## config.mk

```make
export PLATFORM = sky130hd
export DESIGN_NAME = event_arbiter_flat
export DESIGN_NICKNAME = d
export VERILOG_FILES = /design/src/rtl/event_arbiter_if.sv /design/src/rtl/event_arbiter.sv /design/src/flat_wrapper.sv
export SDC_FILE = /design/constraint.sdc
export NUM_CORES = 1
export LEC_CHECK = 0
export BUFFER_PORTS_ARGS = -buffer_cell sky130_fd_sc_hd__buf_2
export CAP_MARGIN = 20
export CORE_MARGIN = 4
export CORE_UTILIZATION = 35
export DETAILED_ROUTE_END_ITERATION = 6
export SYNTH_ARGS = -nofsm -noshare
export SYNTH_HDL_FRONTEND = slang
export SYNTH_SLANG_ARGS = --single-unit
```

## constraint.sdc

```tcl
create_clock -name clk -period 2.46 [get_ports clk]
set_input_delay 0.369 -clock clk [delete_from_list [all_inputs] [get_ports clk]]
set_output_delay 0.369 -clock clk [all_outputs]
set_load 0.005 [all_outputs]
```

## src/rtl/event_arbiter_if.sv

```systemverilog
// Handshake bundle linking the event capture sources, the arbiter and the
// convolution engine event port.
interface event_arbiter_if #(
  parameter int N_SRC      = 4,
  parameter int COORD_BITS = 8
);
  localparam int SRC_BITS = (N_SRC > 1) ? $clog2(N_SRC) : 1;

  logic [N_SRC-1:0]              src_valid;
  logic [N_SRC*2*COORD_BITS-1:0] src_coord;
  logic [N_SRC-1:0]              src_ack;
  logic                          out_valid;
  logic [2*COORD_BITS-1:0]       out_coord;
  logic [SRC_BITS-1:0]           out_src;
  logic                          out_ack;

  // The environment (sources plus engine) sits on the master side.
  modport master (
    output src_valid, src_coord, out_ack,
    input  src_ack, out_valid, out_coord, out_src
  );

  modport slave (
    input  src_valid, src_coord, out_ack,
    output src_ack, out_valid, out_coord, out_src
  );
endinterface

```

## src/rtl/event_arbiter.sv

```systemverilog
// Round-robin arbiter forwarding one coordinate event at a time from N_SRC
// capture channels to the convolution engine, with a timestep flush barrier.
module event_arbiter #(
  parameter int N_SRC      = 4,
  parameter int COORD_BITS = 8,
  parameter int CNT_BITS   = 16
) (
  input  logic                clk,
  input  logic                rst_n,
  event_arbiter_if.slave      bus,
  input  logic                i_enable,
  input  logic                i_flush_req,
  output logic                o_flush_done,
  output logic [CNT_BITS-1:0] o_evt_count,
  output logic                o_active
);
  localparam int SRC_BITS = (N_SRC > 1) ? $clog2(N_SRC) : 1;
  localparam int EVT_BITS = 2 * COORD_BITS;
  localparam int IDX_BITS = SRC_BITS + 1;

  typedef enum logic {
    IDLE,
    OUTPUT
  } state_t;

  state_t                r_state;
  state_t                w_next_state;
  logic [SRC_BITS-1:0]   r_rr_ptr;
  logic                  r_flush_pending;
  logic [N_SRC-1:0]      r_src_ack;
  logic [EVT_BITS-1:0]   r_out_coord;
  logic [SRC_BITS-1:0]   r_out_src;
  logic                  r_flush_done;
  logic [CNT_BITS-1:0]   r_evt_count;

  logic [SRC_BITS-1:0]   w_win;
  logic [IDX_BITS-1:0]   w_idx;
  logic                  w_grant;
  logic                  w_flush;
  logic                  w_release;

  // Descending scan so the source closest to rr_ptr overwrites the others.
  always_comb begin
    w_win = '0;
    w_idx = '0;
    for (int k = N_SRC - 1; k >= 0; k--) begin
      w_idx = {1'b0, r_rr_ptr} + IDX_BITS'(k);
      if (w_idx >= IDX_BITS'(N_SRC)) begin
        w_idx = w_idx - IDX_BITS'(N_SRC);
      end
      if (bus.src_valid[w_idx]) begin
        w_win = w_idx[SRC_BITS-1:0];
      end
    end
  end

  always_ff @(posedge clk or negedge rst_n) begin
    if (!rst_n) begin
      r_state <= IDLE;
    end else begin
      r_state <= w_next_state;
    end
  end

  always_comb begin
    w_next_state = r_state;
    w_grant      = 1'b0;
    w_flush      = 1'b0;
    w_release    = 1'b0;
    case (r_state)
      IDLE: begin
        if (r_flush_pending) begin
          w_flush = 1'b1;
        end else if (i_enable && (|bus.src_valid)) begin
          w_grant      = 1'b1;
          w_next_state = OUTPUT;
        end
      end
      OUTPUT: begin
        if (bus.out_ack) begin
          w_release    = 1'b1;
          w_next_state = IDLE;
        end
      end
      default: w_next_state = IDLE;
    endcase
  end

  // A flush request landing on the servicing edge re-arms the barrier.
  always_ff @(posedge clk or negedge rst_n) begin
    if (!rst_n) begin
      r_rr_ptr        <= '0;
      r_flush_pending <= 1'b0;
      r_src_ack       <= '0;
      r_out_coord     <= '0;
      r_out_src       <= '0;
      r_flush_done    <= 1'b0;
      r_evt_count     <= '0;
    end else begin
      r_src_ack       <= '0;
      r_flush_done    <= 1'b0;
      r_flush_pending <= i_flush_req | (r_flush_pending & ~w_flush);
      if (w_flush) begin
        r_flush_done <= 1'b1;
        r_evt_count  <= '0;
      end
      if (w_grant) begin
        r_out_coord      <= bus.src_coord[w_win*EVT_BITS +: EVT_BITS];
        r_out_src        <= w_win;
        r_src_ack[w_win] <= 1'b1;
      end
      if (w_release) begin
        r_rr_ptr    <= (r_out_src == SRC_BITS'(N_SRC - 1)) ? '0
                                                           : r_out_src + SRC_BITS'(1);
        r_evt_count <= r_evt_count + CNT_BITS'(1);
      end
    end
  end

  always_comb begin
    bus.out_valid = (r_state == OUTPUT);
    bus.out_coord = r_out_coord;
    bus.out_src   = r_out_src;
    bus.src_ack   = r_src_ack;
    o_flush_done  = r_flush_done;
    o_evt_count   = r_evt_count;
    o_active      = (r_state != IDLE) || r_flush_pending;
  end
endmodule

```

## src/flat_wrapper.sv

```systemverilog
// flat-port wrapper written by rule: the top's interface ports become plain ports
module event_arbiter_flat 
#(
  parameter int N_SRC      = 4,
  parameter int COORD_BITS = 8,
  parameter int CNT_BITS   = 16
)
  (clk, rst_n, i_enable, i_flush_req, o_flush_done, o_evt_count, o_active, bus_src_valid, bus_src_coord, bus_out_ack, bus_src_ack, bus_out_valid, bus_out_coord, bus_out_src);
  event_arbiter_if #(.N_SRC(N_SRC), .COORD_BITS(COORD_BITS)) bus_i ();
  input  logic clk;
  input  logic rst_n;
  input  logic i_enable;
  input  logic i_flush_req;
  output logic o_flush_done;
  output logic [CNT_BITS-1:0] o_evt_count;
  output logic o_active;
  input wire logic [$bits(bus_i.src_valid)-1:0] bus_src_valid;
  input wire logic [$bits(bus_i.src_coord)-1:0] bus_src_coord;
  input wire logic [$bits(bus_i.out_ack)-1:0] bus_out_ack;
  output wire logic [$bits(bus_i.src_ack)-1:0] bus_src_ack;
  output wire logic [$bits(bus_i.out_valid)-1:0] bus_out_valid;
  output wire logic [$bits(bus_i.out_coord)-1:0] bus_out_coord;
  output wire logic [$bits(bus_i.out_src)-1:0] bus_out_src;
  assign bus_i.src_valid = bus_src_valid;
  assign bus_i.src_coord = bus_src_coord;
  assign bus_i.out_ack = bus_out_ack;
  assign bus_src_ack = bus_i.src_ack;
  assign bus_out_valid = bus_i.out_valid;
  assign bus_out_coord = bus_i.out_coord;
  assign bus_out_src = bus_i.out_src;
  event_arbiter #(.N_SRC(N_SRC), .COORD_BITS(COORD_BITS), .CNT_BITS(CNT_BITS)) u_core (.clk(clk), .rst_n(rst_n), .bus(bus_i), .i_enable(i_enable), .i_flush_req(i_flush_req), .o_flush_done(o_flush_done), .o_evt_count(o_evt_count), .o_active(o_active));
endmodule
```

# ---- After elaboration in Yosys (flattened, before gate mapping)
# Cells that the tools add are included.
dict set report classes {
  add_sub_neg 9
  n_lt_le_gt_ge 10
  n_eq_ne 1
  n_shift 1
  n_mux 32
  bitwise_logic 4
  reduce_logical 5
}
# operator count
set ops {}
lappend ops {{indexed part select 64 x 7 -> 16 bit} 1}
lappend ops {{2-to-1 mux 16 bit} 2}
lappend ops {{adder 16 x 1 -> 16 bit, second input constant} 1}
lappend ops {{2-to-1 mux 1 bit} 14}
lappend ops {{< comparator 3 bit, second input constant} 4}
lappend ops {{2-to-1 mux 3 bit} 4}
lappend ops {{2-to-1 mux 2 bit} 5}
lappend ops {{>= comparator 3 bit, second input constant} 3}
lappend ops {{subtractor 3 bit, second input constant} 3}
lappend ops {{binary-select mux 1 bit (select 2 bit)} 4}
lappend ops {{adder 2 x 2 -> 3 bit, second input constant} 2}
lappend ops {{2-to-1 mux 4 bit} 1}
lappend ops {{OR reduction 4 bit} 1}
lappend ops {{adder 2 x 1 -> 3 bit, second input constant} 1}
lappend ops {{>= comparator 2 x 3 -> 1 bit, second input constant} 1}
lappend ops {{< comparator 2 x 3 -> 1 bit, second input constant} 1}
lappend ops {{subtractor 2 x 3 -> 3 bit, second input constant} 1}
lappend ops {{adder 2 x 1 -> 2 bit, second input constant} 1}
lappend ops {{demux 1 bit (select 2 bit)} 1}
lappend ops {{equality test 2 bit, second input constant} 1}
lappend ops {{>= comparator 2 x 1 -> 1 bit, second input constant} 1}
lappend ops {{logical AND 1 bit} 2}
lappend ops {{inverter 1 bit} 2}
lappend ops {{case mux 1 bit (2 select lines)} 1}
lappend ops {{other kinds (4)} 4}
dict set report totals {
  register_bits 43
  in_bits 73
  output_inout_bits 41
  elab_cells 70
}

# ---- Logic depth before layout (Yosys ltp)
dict set report logic_depth {
  depth_word 14
  depth_mapped 6
  ltp_nobuf 5
}

# ---- Worst setup path after synthesis
# Ideal clock, no wire load.
dict set report synth_path {
  kind {reg2reg}
  startpoint {register u_core.r_state, in the netlist u_core.bus.out_valid}
  endpoint {register u_core.r_out_coord[7], in the netlist u_core.bus.out_coord[7]}
  setup_ps 86
  arrival_ps 1630
  required_time_ps 2374
  path_slack_ps 744
  path_stages_with_launch 7
  n_path_buf 2
  synth_period_minus_slack_ps 1716
  path_cell_list {dfrtp_1 -> or2_1 -> or3b_4 -> a21o_1 -> buf_6 -> buf_6 -> o221ai_2}
}
dict set report synth_between {
  elab_chain_cells 1
}
# item line
set synth_rtl {}
lappend synth_rtl {{from (decl)} event_arbiter.sv:26} ;# state_t r_state;
lappend synth_rtl {{from (signal assigned)} event_arbiter.sv:61} ;# r_state <= w_next_state;
lappend synth_rtl {{2-to-1 mux 1 bit} event_arbiter.sv:70} ;# case (r_state)
lappend synth_rtl {{to (signal assigned)} event_arbiter.sv:108} ;# r_out_coord <= bus.src_coord[w_win*EVT_BITS +: EVT_BITS];
lappend synth_rtl {{to (decl)} event_arbiter.sv:31} ;# logic [EVT_BITS-1:0] r_out_coord;
# Every way passes these cells.
# A chain may end at the register's enable or synchronous reset.

# ---- Worst setup path after layout
dict set report layout_path {
  startpoint {register u_core.r_state, in the netlist u_core.bus.out_valid}
  endpoint {register u_core.r_out_coord[6], in the netlist u_core.bus.out_coord[6]}
}
# Same word-level chain as after synthesis.

==> summary by stage <==
Status
The run finished with clean final reports.

Timing
The clock arrives with around 7.7 ps of skew. The number of endpoints with negative hold slack in the final report is 0. The worst hold margin is 53.6 ps. Dividing the final minimum period by the clock period gives 0.849. Static timing analysis puts the maximum clock frequency at roughly 480 MHz. The max-slew violation total from the final report came to 0. The accumulated negative setup slack is 0 ps. The clock period could shrink to 2090 ps.

Setup repair after global routing left no endpoint under its margin. Headroom to the max-slew limit came out at 0.476. The number of failing setup endpoints in the final timing report is 0. For the pin with the worst max-slew slack, the measured transition is 786 ps.

Logic synthesis
The cell accounting for the most synthesized area is sky130_fd_sc_hd__dfrtp_1. The cell area after synthesis is 2330 µm². By area the synthesized netlist is led by sky130_fd_sc_hd__dfrtp_1 46%, sky130_fd_sc_hd__mux2i_1 18%, sky130_fd_sc_hd__nand2_1 6.4%.

Each instance of the synthesized netlist takes up on average ~11 µm². For this run, the number of Yosys warnings is 0. When the netlist entered floorplanning its net count stood at 289. The combinational family with the most area after synthesis is multiplexers. The count of cell types in the netlist is 33. The share of Yosys cell area claimed by the top area cell type is 0.462. The share of the synthesized area in compound gates (AO/OA/AOI/OAI) is 0.145.

For this run, the leading register cell type out of synthesis is sky130_fd_sc_hd__dfrtp_1. The simple-gate share of the synthesized area is 0.157. The sequential cell area fraction in the yosys report is 0.462. The cell count after synthesis is 214. Of the total synthesized cell area, the portion taken by full adders, half adders and majority gates is 0.0107. The parity-gate share of the synthesized area counting xor and xnor cells is 0.

The register bit count reported by yosys is 43. Counting flops with an async set or reset pin after synthesis yields a share of 1.00. After synthesis, the share of cell area in mux cells is 0.185. The number of flops mapped to enable cells by yosys is 0. By count the netlist is led by 43 x sky130_fd_sc_hd__dfrtp_1, 43 x sky130_fd_sc_hd__mux2i_1, 40 x sky130_fd_sc_hd__nand2_1, 9 x sky130_fd_sc_hd__o221ai_2, 8 x sky130_fd_sc_hd__o221ai_1.

Die
The initial utilization of the core area, before any placement, comes to 0.363. The width of the die is 89.6 µm. The placeable core region is approximately 6400 µm². The die boundary height is ~90 µm.

The floorplan die area is 8030 µm². The floorplan has 29 rows. The number of top-level design ports is 114.

Power and ir drop
VDD sags by at most ~0.00043 V. The portion of total power attributed to combinational logic is 0.382. In this run the power density over the cells is ~760 nW/µm².

Internal power comes to 1.54 mW. The sequential power share is 0.425. The switching component of the power is just under 0.8 mW. Of the total power, the share spent switching nets is 0.337. The leakage power summed over all cells is between 1.5 and 2 nW.

The share of total power dissipated in the clock network is 0.193.

Clocking
Counting every sink on the clock net gives 43. Once the clock tree was built, the resizer swapped 0 gates to a different size. The total of hold buffers inserted after clock tree synthesis is 0. The H-tree was split into 2 levels. The clock network latency to the later pin of the worst-skew pair is 290 ps. The maximum buffer depth of the clock tree is 2. TritonCTS built the clock tree.

Post-CTS timing repair inserted 0 buffers for setup. Clock tree synthesis selected as its root buffer the cell sky130_fd_sc_hd__clkbuf_8. The total clock buffers created by CTS is 5. Clock-pin slew was measured on the worst setup and hold paths at about 80 ps.

Cells and area
The layout cell share with drive strength beyond 1 is 0.414. The number of filler instances in the final layout is between 600 and 700. The count of cells in the finished layout, fillers not included, comes to roughly 400. For this run, the post-layout net count is 399.

The multi-input combinational cells in the finished layout cover a total of 1180 µm². At the end of the flow the core is filled with cells to 0.474. The number of antenna diodes in the final layout is 0.

From synthesis to final layout, the design area changed by 30.5%. The sequential cells in the finished layout cover a total of about 1100 µm².

Critical path
The critical path is of the flop to flop type. For the worst setup path, the data required time is 2660 ps. The number of buffers and inverters on the critical path is 0. The worst setup path is captured at a flop. The critical path goes through or2_1, or3b_4, a21o_1, o221ai_1. The slowest stage of the critical path is the sky130_fd_sc_hd__or3b_4 cell. The flop-to-flop setup slack is 370 ps. The arrival time at the worst endpoint is around 2300 ps. Grouping stages by cell kind, the critical path spends the most delay in compound AO/OA/AOI/OAI gates. The startpoint type of the worst setup path is a flop. The top fanout value on the critical path is 22. On the worst path, the slowest cell contributes a delay of roughly 510 ps.

Global route
In this run the most used layer during global routing was met2. The number of antenna violations at the first check in global routing was 0. For this run, global-route usage on met3 was measured as 0.0365.

The remaining global-route overflow is 0. The largest net degree at the start of global routing is 24. In the global route stage, met1 resource usage came out at 0.191. The wire length of the first global-routing pass is about 9000 µm. For met2 alone, demand over resource in global routing was 0.229.

The via count of the first global-routing pass is between 1,500 and 2,000. Across every metal layer, demand over resource in global routing totals 0.144.

Detailed routing
The DRC marker count from the first detailed-route iteration is 55. The count of nets left with antenna violations once routing finished came out at 0. The total detailed-routing wirelength is just under 6000 µm. After detailed routing, the average wire length per cell comes to 14.6 µm. The number of iterations in the first detailed-routing pass is 6. The total number of vias is just over 2,000.

In the routed design, unresolved DRC markers number 0. Using the TritonRoute via totals, the vias-per-cell ratio works out to 5.05.

Min path
The class of the worst hold path is primary input to async pin.

Placement
The final weighted congestion of routability-driven global placement is between 0.7 and 0.8. The number of placed instances, taps included is 394. The detailed-placement wirelength estimate is between 4000 and 5000 µm.

Input and output buffers added on the ports amount to approximately 110.

Job
The max capacitance violation total is 0.
## worst reg2reg max path, stage by stage, from the launching register on
cell	delay (ps)
sky130_fd_sc_hd__dfrtp_1	430
sky130_fd_sc_hd__or2_1	270
sky130_fd_sc_hd__or3b_4	510
sky130_fd_sc_hd__a21o_1	480
sky130_fd_sc_hd__o221ai_1	320
## registers in the layout, summed over array words and instances (netlist names)
name	cells
u_core.bus.src_ack	4
u_core.o_evt_count	16
u_core.r_flush_pending	1
u_core.r_rr_ptr	2
u_core.o_flush_done	1
u_core.bus.out_valid	1
u_core.bus.out_coord	16
u_core.bus.out_src	2
## worst paths after layout
path,from,to,cells after the start
max,u_core.bus.out_valid,u_core.bus.out_coord[6],4
min,rst_n,u_core.bus.out_coord[11],1
max reg2reg,u_core.bus.out_valid,u_core.bus.out_coord[6],4
max in group asynchronous,rst_n,u_core.o_evt_count[3],2
min in group clk,i_flush_req,u_core.r_flush_pending,2
min reg2reg,u_core.o_evt_count[15],u_core.o_evt_count[15],1
## power by group through the flow
stage	combinational [mW]	clock (mW)	sequential [mW]
after floorplan	0.565	0	1.00
after global placement	0.891	0	1.00
after detailed placement	0.908	0	0.996
after CTS	0.906	0.465	0.989
after global routing	0.991	0.494	1.01
final	0.886	0.449	0.986
## layout by cell type (no fill, tap or decap), types with 2 or more instances in the layout
cell | Yosys | routed
sky130_fd_sc_hd__nand2_1 | 40 | 40
sky130_fd_sc_hd__nand3_1 | 5 | 5
sky130_fd_sc_hd__nor2b_1 | 4 | 4
sky130_fd_sc_hd__a22o_1 | 2 | 2
sky130_fd_sc_hd__nand4_1 | 5 | 5
sky130_fd_sc_hd__inv_1 | 3 | 3
sky130_fd_sc_hd__o221ai_2 | 9 | 9
sky130_fd_sc_hd__o21ai_0 | 7 | 7
sky130_fd_sc_hd__mux2i_1 | 43 | 43
sky130_fd_sc_hd__ha_1 | 2 | 2
sky130_fd_sc_hd__nor2_1 | 6 | 6
sky130_fd_sc_hd__o221ai_1 | 8 | 7
sky130_fd_sc_hd__buf_2 | 1 | 113
sky130_fd_sc_hd__clkbuf_8 | 0 | 6
sky130_fd_sc_hd__dfrtp_1 | 43 | 43
sky130_fd_sc_hd__nor4_1 | 3 | 3
sky130_fd_sc_hd__and4_1 | 2 | 2
sky130_fd_sc_hd__a21o_1 | 4 | 4
sky130_fd_sc_hd__a31oi_1 | 4 | 4
## area by class of cell
| cell class | instances | share of cell area |
|---|---|---|
| Sequential cell | 43 | 0.354 |
| Multi-Input combinational cell | 156 | 0.387 |
| Inverter | 3 | 0.00370 |
| Tap cell | 77 | 0.0317 |
| Clock buffer | 6 | 0.0271 |
| Timing Repair Buffer | 115 | 0.195 |
| Clock inverter | 1 | 0.00165 |
## stage by stage
step                      total power, mW  instance area, µm²  setup WS [ps]
after floorplan                      1.57                2330            744
after global placement               1.89                2950            310
after detailed placement             1.90                2950            232
after CTS                            2.36                3040            332
after global routing                 2.50                3040            253
final                                2.32                3040            370
## logic make-up after synthesis
group	after synthesis
buffers and inverters	15
AND/OR/NAND/NOR	74
adder cells (fa/ha/maj)	2
multiplexers	43
flip-flops	43
AO/OA/AOI/OAI	37
## per-layer routing
layer | part of all wire | wire [µm]
met1 | 0.43 | 2490
met2 | 0.50 | 2910
met3 | 0.057 | 333
met4 | 0.017 | 100
met5 | 0 | 0
Note: power is estimated with default switching activity, not from simulation.
